`config.mk`:
```
export PLATFORM = sky130hd
export DESIGN_NAME = ov7670_frame_tx
export DESIGN_NICKNAME = d
export VERILOG_FILES = /design/src/rtl/ov7670_pkg.sv /design/src/rtl/ov7670_timing_gen.sv /design/src/rtl/ov7670_frame_tx.sv
export SDC_FILE = /design/constraint.sdc
export NUM_CORES = 1
export LEC_CHECK = 0
export BUFFER_PORTS_ARGS = -buffer_cell sky130_fd_sc_hd__buf_2
export CAP_MARGIN = 20
export CORE_ASPECT_RATIO = 1.1
export CORE_UTILIZATION = 40
export CTS_BUF_LIST = sky130_fd_sc_hd__clkbuf_4 sky130_fd_sc_hd__clkbuf_8
export CTS_CLUSTER_DIAMETER = 30
export DETAILED_ROUTE_END_ITERATION = 7
export PLACE_DENSITY_LB_ADDON = 0.3
export SLEW_MARGIN = 20
export SYNTH_ARGS = -nofsm -noshare
export SYNTH_HDL_FRONTEND = slang
export SYNTH_SLANG_ARGS = --single-unit
```
`constraint.sdc`:
```
create_clock -name pclk -period 2 [get_ports pclk]
set_input_delay 0.4 -clock pclk [delete_from_list [all_inputs] [get_ports pclk]]
set_output_delay 0.4 -clock pclk [all_outputs]
set_load 0.05 [all_outputs]
```
`src/rtl/ov7670_pkg.sv`:
```
// Shared OV7670 transmit definitions: FSM state encoding and RGB444 -> RGB565 byte split.
// Latency: n/a (types and pure functions only).
// Backpressure: n/a.
// Contents: tx_state_t, rgb444_t/rgb565_t pixel structs, rgb444_to_565(), cnt_width(), max_int().
package ov7670_pkg;

    typedef enum logic [2:0] {
        ST_IDLE   = 3'd0,
        ST_VSYNC  = 3'd1,
        ST_VBACK  = 3'd2,
        ST_ACTIVE = 3'd3,
        ST_VFRONT = 3'd4
    } tx_state_t;

    typedef struct packed {
        logic [3:0] r;
        logic [3:0] g;
        logic [3:0] b;
    } rgb444_t;

    // Packed so that bits [15:8] are the byte sent first and [7:0] the byte sent second.
    typedef struct packed {
        logic [4:0] r;
        logic [5:0] g;
        logic [4:0] b;
    } rgb565_t;

    // MSB replication keeps full-scale 0xF mapping to full-scale 565, and lets a
    // capture side recover the 444 word by dropping the replicated LSBs.
    function automatic rgb565_t rgb444_to_565(input rgb444_t p);
        rgb565_t q;
        q.r = {p.r, p.r[3]};
        q.g = {p.g, p.g[3:2]};
        q.b = {p.b, p.b[3]};
        return q;
    endfunction

    function automatic int cnt_width(input int n);
        return (n < 2) ? 1 : $clog2(n);
    endfunction

    function automatic int max_int(input int a, input int b);
        return (a > b) ? a : b;
    endfunction

endpackage

```
`src/rtl/ov7670_timing_gen.sv`:
```
// Frame timing generator: column/line counters and IDLE/VSYNC/VBACK/ACTIVE/VFRONT sequencer.
// Latency: IDLE->VSYNC one pclk after enable is seen; all outputs registered.
// Backpressure: none; free-running once started, enable only sampled in IDLE and on the last VFRONT cycle.
// Ports: pclk, reset (async active-low), enable in; state, col, vsync, busy, frame_done out.
module ov7670_timing_gen
    import ov7670_pkg::*;
#(
    parameter  int H_ACTIVE    = 320,
    parameter  int V_ACTIVE    = 240,
    parameter  int H_BLANK     = 144,
    parameter  int VSYNC_LINES = 3,
    parameter  int V_BACK      = 17,
    parameter  int V_FRONT     = 10,
    localparam int LINE_LEN    = 2 * H_ACTIVE + H_BLANK,
    localparam int COL_W       = cnt_width(LINE_LEN)
) (
    input  logic             pclk,
    input  logic             reset,
    input  logic             enable,
    output tx_state_t        state,
    output logic [COL_W-1:0] col,
    output logic             vsync,
    output logic             busy,
    output logic             frame_done
);

    localparam int MAX_LINES = max_int(max_int(VSYNC_LINES, V_BACK), max_int(V_ACTIVE, V_FRONT));
    localparam int LINE_W    = cnt_width(MAX_LINES);

    localparam logic [COL_W-1:0] COL_LAST = COL_W'(LINE_LEN - 1);
    localparam logic [COL_W-1:0] COL_PRE  = COL_W'(LINE_LEN - 2);

    logic [LINE_W-1:0] line;
    logic [LINE_W-1:0] lines_m1;
    logic              line_last;

    always_comb begin
        lines_m1 = '0;
        case (state)
            ST_VSYNC:  lines_m1 = LINE_W'(VSYNC_LINES - 1);
            ST_VBACK:  lines_m1 = LINE_W'(V_BACK - 1);
            ST_ACTIVE: lines_m1 = LINE_W'(V_ACTIVE - 1);
            ST_VFRONT: lines_m1 = LINE_W'(V_FRONT - 1);
            default:   lines_m1 = '0;
        endcase
    end

    assign line_last = (line == lines_m1);

    always_ff @(posedge pclk or negedge reset) begin
        if (!reset) begin
            state      <= ST_IDLE;
            col        <= '0;
            line       <= '0;
            vsync      <= 1'b0;
            busy       <= 1'b0;
            frame_done <= 1'b0;
        end else begin
            // Set one cycle early so the pulse lands on the last VFRONT cycle,
            // the same cycle in which enable decides restart vs. idle.
            frame_done <= (state == ST_VFRONT) && line_last && (col == COL_PRE);

            if (state == ST_IDLE) begin
                col  <= '0;
                line <= '0;
                if (enable) begin
                    state <= ST_VSYNC;
                    vsync <= 1'b1;
                    busy  <= 1'b1;
                end
            end else if (col != COL_LAST) begin
                col <= col + 1'b1;
            end else begin
                col <= '0;
                if (!line_last) begin
                    line <= line + 1'b1;
                end else begin
                    line <= '0;
                    case (state)
                        ST_VSYNC: begin
                            state <= ST_VBACK;
                            vsync <= 1'b0;
                        end
                        ST_VBACK:  state <= ST_ACTIVE;
                        ST_ACTIVE: state <= ST_VFRONT;
                        default: begin
                            if (enable) begin
                                state <= ST_VSYNC;
                                vsync <= 1'b1;
                            end else begin
                                state <= ST_IDLE;
                                busy  <= 1'b0;
                            end
                        end
                    endcase
                end
            end
        end
    end

endmodule

```
`src/rtl/ov7670_frame_tx.sv`:
```
// Streams a frame from RAM as OV7670-style RGB565 bytes with vsync/href framing.
// Latency: pixel read at col 2k, its bytes on D_data at cols 2k+2 and 2k+3.
// Backpressure: none; RAM must return rd_data exactly one cycle after rd_en.
// Ports: pclk, reset (async active-low), enable, rd_data[11:0] in;
//        rd_addr[16:0], rd_en, vsync, href, D_data[7:0], frame_done, busy out.
module ov7670_frame_tx
    import ov7670_pkg::*;
#(
    parameter int H_ACTIVE    = 320,
    parameter int V_ACTIVE    = 240,
    parameter int H_BLANK     = 144,
    parameter int VSYNC_LINES = 3,
    parameter int V_BACK      = 17,
    parameter int V_FRONT     = 10
) (
    input  logic        pclk,
    input  logic        reset,
    input  logic        enable,
    output logic [16:0] rd_addr,
    output logic        rd_en,
    input  logic [11:0] rd_data,
    output logic        vsync,
    output logic        href,
    output logic [7:0]  D_data,
    output logic        frame_done,
    output logic        busy
);

    localparam int LINE_LEN = 2 * H_ACTIVE + H_BLANK;
    localparam int COL_W    = cnt_width(LINE_LEN);

    localparam logic [COL_W-1:0] COL_RD_END = COL_W'(2 * H_ACTIVE);
    localparam logic [COL_W-1:0] COL_TWO    = COL_W'(2);
    localparam logic [16:0]      ADDR_LAST  = 17'(H_ACTIVE * V_ACTIVE - 1);

    tx_state_t        state;
    logic [COL_W-1:0] col;
    rgb565_t          rd_565;
    logic [7:0]       lo_byte_q;
    logic             hi_slot;
    logic             lo_slot;

    ov7670_timing_gen #(
        .H_ACTIVE    (H_ACTIVE),
        .V_ACTIVE    (V_ACTIVE),
        .H_BLANK     (H_BLANK),
        .VSYNC_LINES (VSYNC_LINES),
        .V_BACK      (V_BACK),
        .V_FRONT     (V_FRONT)
    ) u_timing (
        .pclk       (pclk),
        .reset      (reset),
        .enable     (enable),
        .state      (state),
        .col        (col),
        .vsync      (vsync),
        .busy       (busy),
        .frame_done (frame_done)
    );

    assign rd_565 = rgb444_to_565(rgb444_t'(rd_data));

    // Even cols below 2*H_ACTIVE issue reads; the following odd col sees the
    // returned word and loads the hi byte; the next even col sends the held lo byte.
    assign rd_en   = (state == ST_ACTIVE) && !col[0] && (col < COL_RD_END);
    assign hi_slot = (state == ST_ACTIVE) &&  col[0] && (col < COL_RD_END);
    assign lo_slot = (state == ST_ACTIVE) && !col[0] && (col >= COL_TWO) && (col <= COL_RD_END);

    always_ff @(posedge pclk or negedge reset) begin
        if (!reset) begin
            rd_addr   <= '0;
            href      <= 1'b0;
            D_data    <= '0;
            lo_byte_q <= '0;
        end else begin
            if (state == ST_IDLE) begin
                rd_addr <= '0;
            end else if (rd_en) begin
                // Wrap after the last pixel so back-to-back frames restart at 0.
                rd_addr <= (rd_addr == ADDR_LAST) ? 17'd0 : rd_addr + 17'd1;
            end

            if (hi_slot) begin
                href      <= 1'b1;
                D_data    <= rd_565[15:8];
                lo_byte_q <= rd_565[7:0];
            end else if (lo_slot) begin
                href   <= 1'b1;
                D_data <= lo_byte_q;
            end else begin
                href   <= 1'b0;
                D_data <= '0;
            end
        end
    end

endmodule
```
# Yosys cells after proc, flatten, opt, wreduce, memory -nomap -nowiden
# Index checks and enable logic that the tools add are counted.
totals:
  regBits: 58
  out_inout_bits: 30
  word_cells: 76
op_classes:
  order_cmp: 3
  n_addsub: 3
  n_reduce_logical: 17
  eq_ne: 13
  mux: 30
ops:
  columns: ["op", "n"]
  rows:
  - ["17-bit two-way mux", 3]
  - ["8-bit two-way mux", 5]
  - ["8-bit one-hot mux with 4 select lines", 1]
  - ["10-bit two-way mux", 2]
  - ["17-bit by 1-bit adder with 17-bit output, second input constant", 1]
  - ["17-bit == test, second input constant", 1]
  - ["1-bit two-way mux", 13]
  - ["3-bit two-way mux", 4]
  - ["10-bit by 1-bit adder with 10-bit output, second input constant", 1]
  - ["10-bit == test, second input constant", 1]
  - ["10-bit by 2-bit >= comparator with 1-bit output, second input constant", 1]
  - ["10-bit <= comparator, second input constant", 1]
  - ["10-bit less-than comparator, second input constant", 1]
  - ["10-bit inequality test, second input constant", 1]
  - ["3-bit one-hot mux with 3 select lines", 1]
  - ["8-bit by 1-bit adder with 8-bit output, second input constant", 1]
  - ["8-bit == test", 1]
  - ["1-bit logical AND", 8]
  - ["3-bit by 2-bit == test with 1-bit output, second input constant", 2]
  - ["2-bit by 1-bit inequality test with 1-bit output, second input constant", 3]
  - ["3-bit AND reduction", 2]
  - ["5-bit AND reduction", 1]
  - ["2-bit inequality test, second input constant", 2]
  - ["2-bit nonzero test", 2]
  - ["other kinds (7)", 7]

# Depth between registers and ports, before layout
depth:
  ltp_word: 6
  mapped_depth: 7
  mapped_depth_nobuf: 7

# Cells and area by module
# A second synthesis with hierarchy kept.
unflattened:
  cells_unflattened: 284
  hier_area_um2: 2980.4
by_module_without_submodules:
  columns: ["module", "seq_area_each_um2", "n_inst", "cells_per_inst", "area_each_um2"]
  rows:
  - ["ov7670_frame_tx", 825.8, 1, 145, 1645.3]
  - ["ov7670_timing_gen", 600.6, 1, 139, 1335.0]

# Least setup slack after synthesis
# No wires, ideal clock.
synth_path:
  path_kind: "reg-to-reg"
  from: "register rd_addr[0]"
  to: "register rd_addr[13]"
  path_slack_ns: -0.270
  required_ns: 1.854
  setup_ns: 0.146
  arrival_ns: 2.124
  path_buffers: 1
  path_stages_with_launch: 8
  path_cell_list: "dfrtp_1 -> ha_1 -> nand2_1 -> nor4_2 -> a21oi_1 -> clkbuf_1 -> a21oi_1 -> mux2i_1"
synth_between:
  elab_chain_cells: 4
  word_cells_on_any_way: 5
  cone_classes: "1 x add/sub; 1 x eq/ne; 3 x mux"
synth_rtl:
  columns: ["item", "line_no", "rtl"]
  rows:
  - ["start: declaration", "ov7670_frame_tx.sv:19", "output logic [16:0] rd_addr,"]
  - ["start signal: assignment", "ov7670_frame_tx.sv:80", "rd_addr <= (rd_addr == ADDR_LAST) ? 17'd0 : rd_addr + 17'd1;"]
  - ["17-bit by 1-bit adder with 17-bit output / 17-bit == test (equally long branches)", "ov7670_frame_tx.sv:80", null]
  - ["17-bit two-way mux *", "ov7670_frame_tx.sv:80", null]
  - ["17-bit two-way mux *", "ov7670_frame_tx.sv:78", "end else if (rd_en) begin"]
  - ["17-bit two-way mux *", "ov7670_frame_tx.sv:76", "if (state == ST_IDLE) begin"]
# Mark *: on every way between the ends. The rest lies on a longest branch, timed or not. The select of a mux whose other input is x is not followed.
# A chain may end at the register's enable or synchronous reset.

# Worst setup path in the final report
layout_path:
  from: "register u_timing.state[0]"
  to: "output rd_en"
layout_between:
  elab_chain_cells: 3
layout_rtl:
  columns: ["item", "line_no", "rtl"]
  rows:
  - ["start: declaration", "ov7670_timing_gen.sv:20", "output tx_state_t state,"]
  - ["start signal: assignment", "ov7670_timing_gen.sv:52", "state <= ST_IDLE;"]
  - ["start signal: assignment", "ov7670_timing_gen.sv:67", "state <= ST_VSYNC;"]
  - ["start signal: assignment", "ov7670_timing_gen.sv:81", "state <= ST_VBACK;"]
  - ["3-bit by 2-bit == test with 1-bit output", "ov7670_frame_tx.sv:65", "assign rd_en = (state == ST_ACTIVE) && !col[0] && (col < COL_RD_END);"]
  - ["1-bit logical AND (2 in series)", "ov7670_frame_tx.sv:65", null]
  - ["end: declaration", "ov7670_frame_tx.sv:20", "output logic rd_en,"]
# Every way passes these cells.

==> impl_metrics.py <==
metrics = {
    "status": {
        "status": "finished with violations",
        "violations": "design-rule violations, negative setup slack",
    },
    "timing": {
        "period_share": 1.02,
        "setup_violations": 1,
        "tightest_slew_ns": 0.546,
        "rsz0062_at_grt": "yes",
        "fmax_mhz": 492,
        "fin_ws_ns": -0.0339,
        "final_hold_viol_count": 0,
        "finalSetupTns_ns": -0.0339,
        "finalMaxSlewViolations": 0,
        "slew_headroom": 0.634,
        "post-route-min-period_ns": 2.03,
        "fin_skew_ns": 0.0142,
    },
    "global_routing": {
        "antenna_found_initial": 0,
        "grt.total_usage": 0.197,
        "grt-ovfl-total": 0,
        "grt_pass1_vias": 2601,
        "grt_pass1_wl_mm": 11.9,
        "grt_max_degree": 58,
    },
    "yosys": {
        "synth_top_area_frac": 0.478,
        "synth_top_cell_by_area": "dfrtp_1",
        "synth_edf_count": 0,
        "synth_cells": 301,
        "syn_area_per_cell_um2": 9.91,
        "ys_warn_count": 0,
        "syn_nets": 320,
        "netlist_area_um2": 2980,
        "async_flop_share": 1.00,
        "synthTopCellsByArea": "dfrtp_1, a22o_1, mux2_2, nand3_1, nor2_1",
        "ys_seq_elements": 57,
        "synth-main-ff-cell": "dfrtp_1",
        "synth_cell_type_count": 59,
        "synth_seq_area_share": 0.478,
    },
    "routing": {
        "vias_per_cell": 5.54,
        "finalWirelength_mm": 7.15,
        "dr.pass1.iters": 8,
        "drt_iter0_drc": 157,
        "drc_errors": 7,
        "final_antenna_net_count": 0,
        "vias": 2683,
        "avgRoutedWirePerCell_um": 14.8,
    },
    "die": {
        "die_width_um": 84.4,
        "die_area_um2": 7810,
        "design.core.area_um2": 7130,
        "initial_core_util": 0.419,
        "die_h_um": 92.6,
        "fp-row-count": 32,
        "ioPinCount": 45,
    },
    "setup_path": {
        "reg2reg_setup_slack_ns": 0.01,
        "path_class": "reg -> out",
        "arrival_ns": 1.63,
        "critPathLaunchType": "register",
        "endpoint_kind": "output pin",
        "crit_required_ns": 1.60,
        "crit_fanout": 8,
    },
    "layout": {
        "n_antenna_cell": 0,
        "drive_above_1_share": 0.383,
        "areaGrowthSynthToFinish_pct": 31.4,
        "nets": 413,
        "final_cell_area_um2": 3920,
        "stdcell_count": 484,
    },
    "cts": {
        "clock_sinks": 57,
        "insertion_delay_ns": 0.34,
        "htreeDepth": 3,
        "clk_path_buf_depth": 2,
        "cts_tree": "yes",
        "root_buffer": "clkbuf_8",
        "clkSlewWorstSetupHoldPaths_ns": 0.07,
        "cts_made_buffers": 9,
        "holdBufCountCts": 0,
    },
    "power_and_ir_drop": {
        "p_sw_frac": 0.278,
        "combPwrFrac": 0.128,
        "finalPower_mw": 2.65,
        "pwr-share-clk": 0.377,
        "power_density_nw_per_um2": 675,
        "p_leak_nw": 1.89,
        "ir_drop_mv": 0.355,
        "seq_power_share": 0.495,
        "switching_power_mw": 0.736,
        "internal_power_mw": 1.91,
    },
    "placement": {
        "hpwl_mm": 5.05,
        "dp_slack_ns": -0.0328,
        "post_dp_cell_area_um2": 3600,
        "dp_cells": 460,
        "gp_congestion": 0.819,
        "numPortBuffers": 44,
    },
    "min_path": {
        "hold_path.class": "in -> async",
    },
    "flow_run": {
        "maxCapViolCount": 0,
    },
}
power by group through the flow:
| stage | clock, mW | sequential (mW) | combinational (mW) |
|---|---|---|---|
| 4_1_cts | 1.03 | 1.31 | 0.325 |
| 3_3_place_gp | 0 | 1.33 | 0.319 |
| 3_5_place_dp | 0 | 1.33 | 0.320 |
| 2_1_floorplan | 0 | 1.35 | 0.172 |
| 5_1_grt | 1.09 | 1.32 | 0.387 |
| 6_report | 0.999 | 1.31 | 0.339 |
metrics by stage:
step,hold slack [ns],util
after detailed placement,0.431,0.506
final,0.0536,0.550
after global placement,0.428,0.506
after global routing,0.0813,0.550
after CTS,0.0598,0.537
after floorplan,0.104,-
cell type report:
cell class              count  area [µm²]
well taps                  85         106
clock buffers              12         159
flip-flops and latches     57        1440
multi-input cells         222        1530
repair buffers             95         629
inverters                   9        33.8
fillers                   629        3200
clock inverters             4        27.5
routing by layer:
layer	vias up	global-route usage	wire length (µm)	part of all wire
met2	53	0.340	3620	0.51
li1	1295	-	-	-
met4	0	0.0805	73	0.010
met1	1329	0.231	3190	0.45
met3	6	0.0544	266	0.037
met5	-	0	0	0
flip-flops by register name (all words and copies together) (netlist names):
register / flops
u_timing.col: 10
u_timing.frame_done: 1
lo_byte_q: 7
u_timing.state: 3
href: 1
u_timing.vsync: 1
D_data: 8
u_timing.busy: 1
rd_addr: 17
u_timing.line: 8
cell usage in the layout, fill, tap and decap left out, drive strengths merged, types with 5 or more instances in the layout:
master,instances
xnor2,6
clkbuf,12
mux2i,5
a31oi,5
inv,9
nor2,26
nor3,11
mux2,9
nand2,23
a21oi,13
nand3b,6
dfrtp,57
nand3,20
o21ai,11
a22o,13
nand4,7
buf,95
and3,13
worst max-delay path: stages, from the launching register on:
cell and delay (ns):
dfrtp_2 0.46, buf_4 0.16, and3b_2 0.22, buf_4 0.14, and3_4 0.18, buf_6 0.15
kinds of logic (layout without fill, tap and decap cells):
family / Yosys count / in the layout / share of synthesized area
AOI/OAI and AO/OA: 65 / 65 / 0.152
and+or+nand+nor: 131 / 131 / 0.242
xor gates and xnor gates: 8 / 8 / 0.0235
DFF: 57 / 57 / 0.478
buffers and inverters: 22 / 120 / 0.0365
adders and majority gates: 4 / 4 / 0.0168
muxes: 14 / 14 / 0.0507
Yosys cell counts, types with 3 or more instances:
cell type,n
a211oi_1,3
a21o_1,4
a21oi_1,13
a22o_1,13
a31oi_1,5
and3_1,13
buf_2,3
clkbuf_1,6
dfrtp_1,57
ha_1,4
inv_1,9
mux2_2,9
mux2i_1,5
nand2_1,22
nand3_1,20
nand3b_1,5
nand4_1,7
nor2_1,26
nor2b_1,4
nor3_1,10
o21ai_0,10
xnor2_1,6
worst paths after layout:
| check | startpoint | to | cells after the start |
|---|---|---|---|
| setup / recovery | u_timing.state[0] | rd_en | 5 |
| hold / removal | reset | u_timing.vsync | 2 |
| setup reg to reg | u_timing.state[0] | u_timing.line[3] | 8 |
| hold reg to reg | lo_byte_q[6] | D_data[6] | 1 |
| max in group asynchronous | reset | u_timing.state[2] | 2 |
| min in group pclk | rd_data[5] | D_data[0] | 2 |
what timing repair did:
item | 4_1_cts | 5_1_grt
pin swaps | 0 | 7
endpoints found under the setup margin | 5 | 35
buffers inserted | 3 | 5
gates resized for setup | 5 | 16
Note: power is estimated with default switching activity, not from simulation.
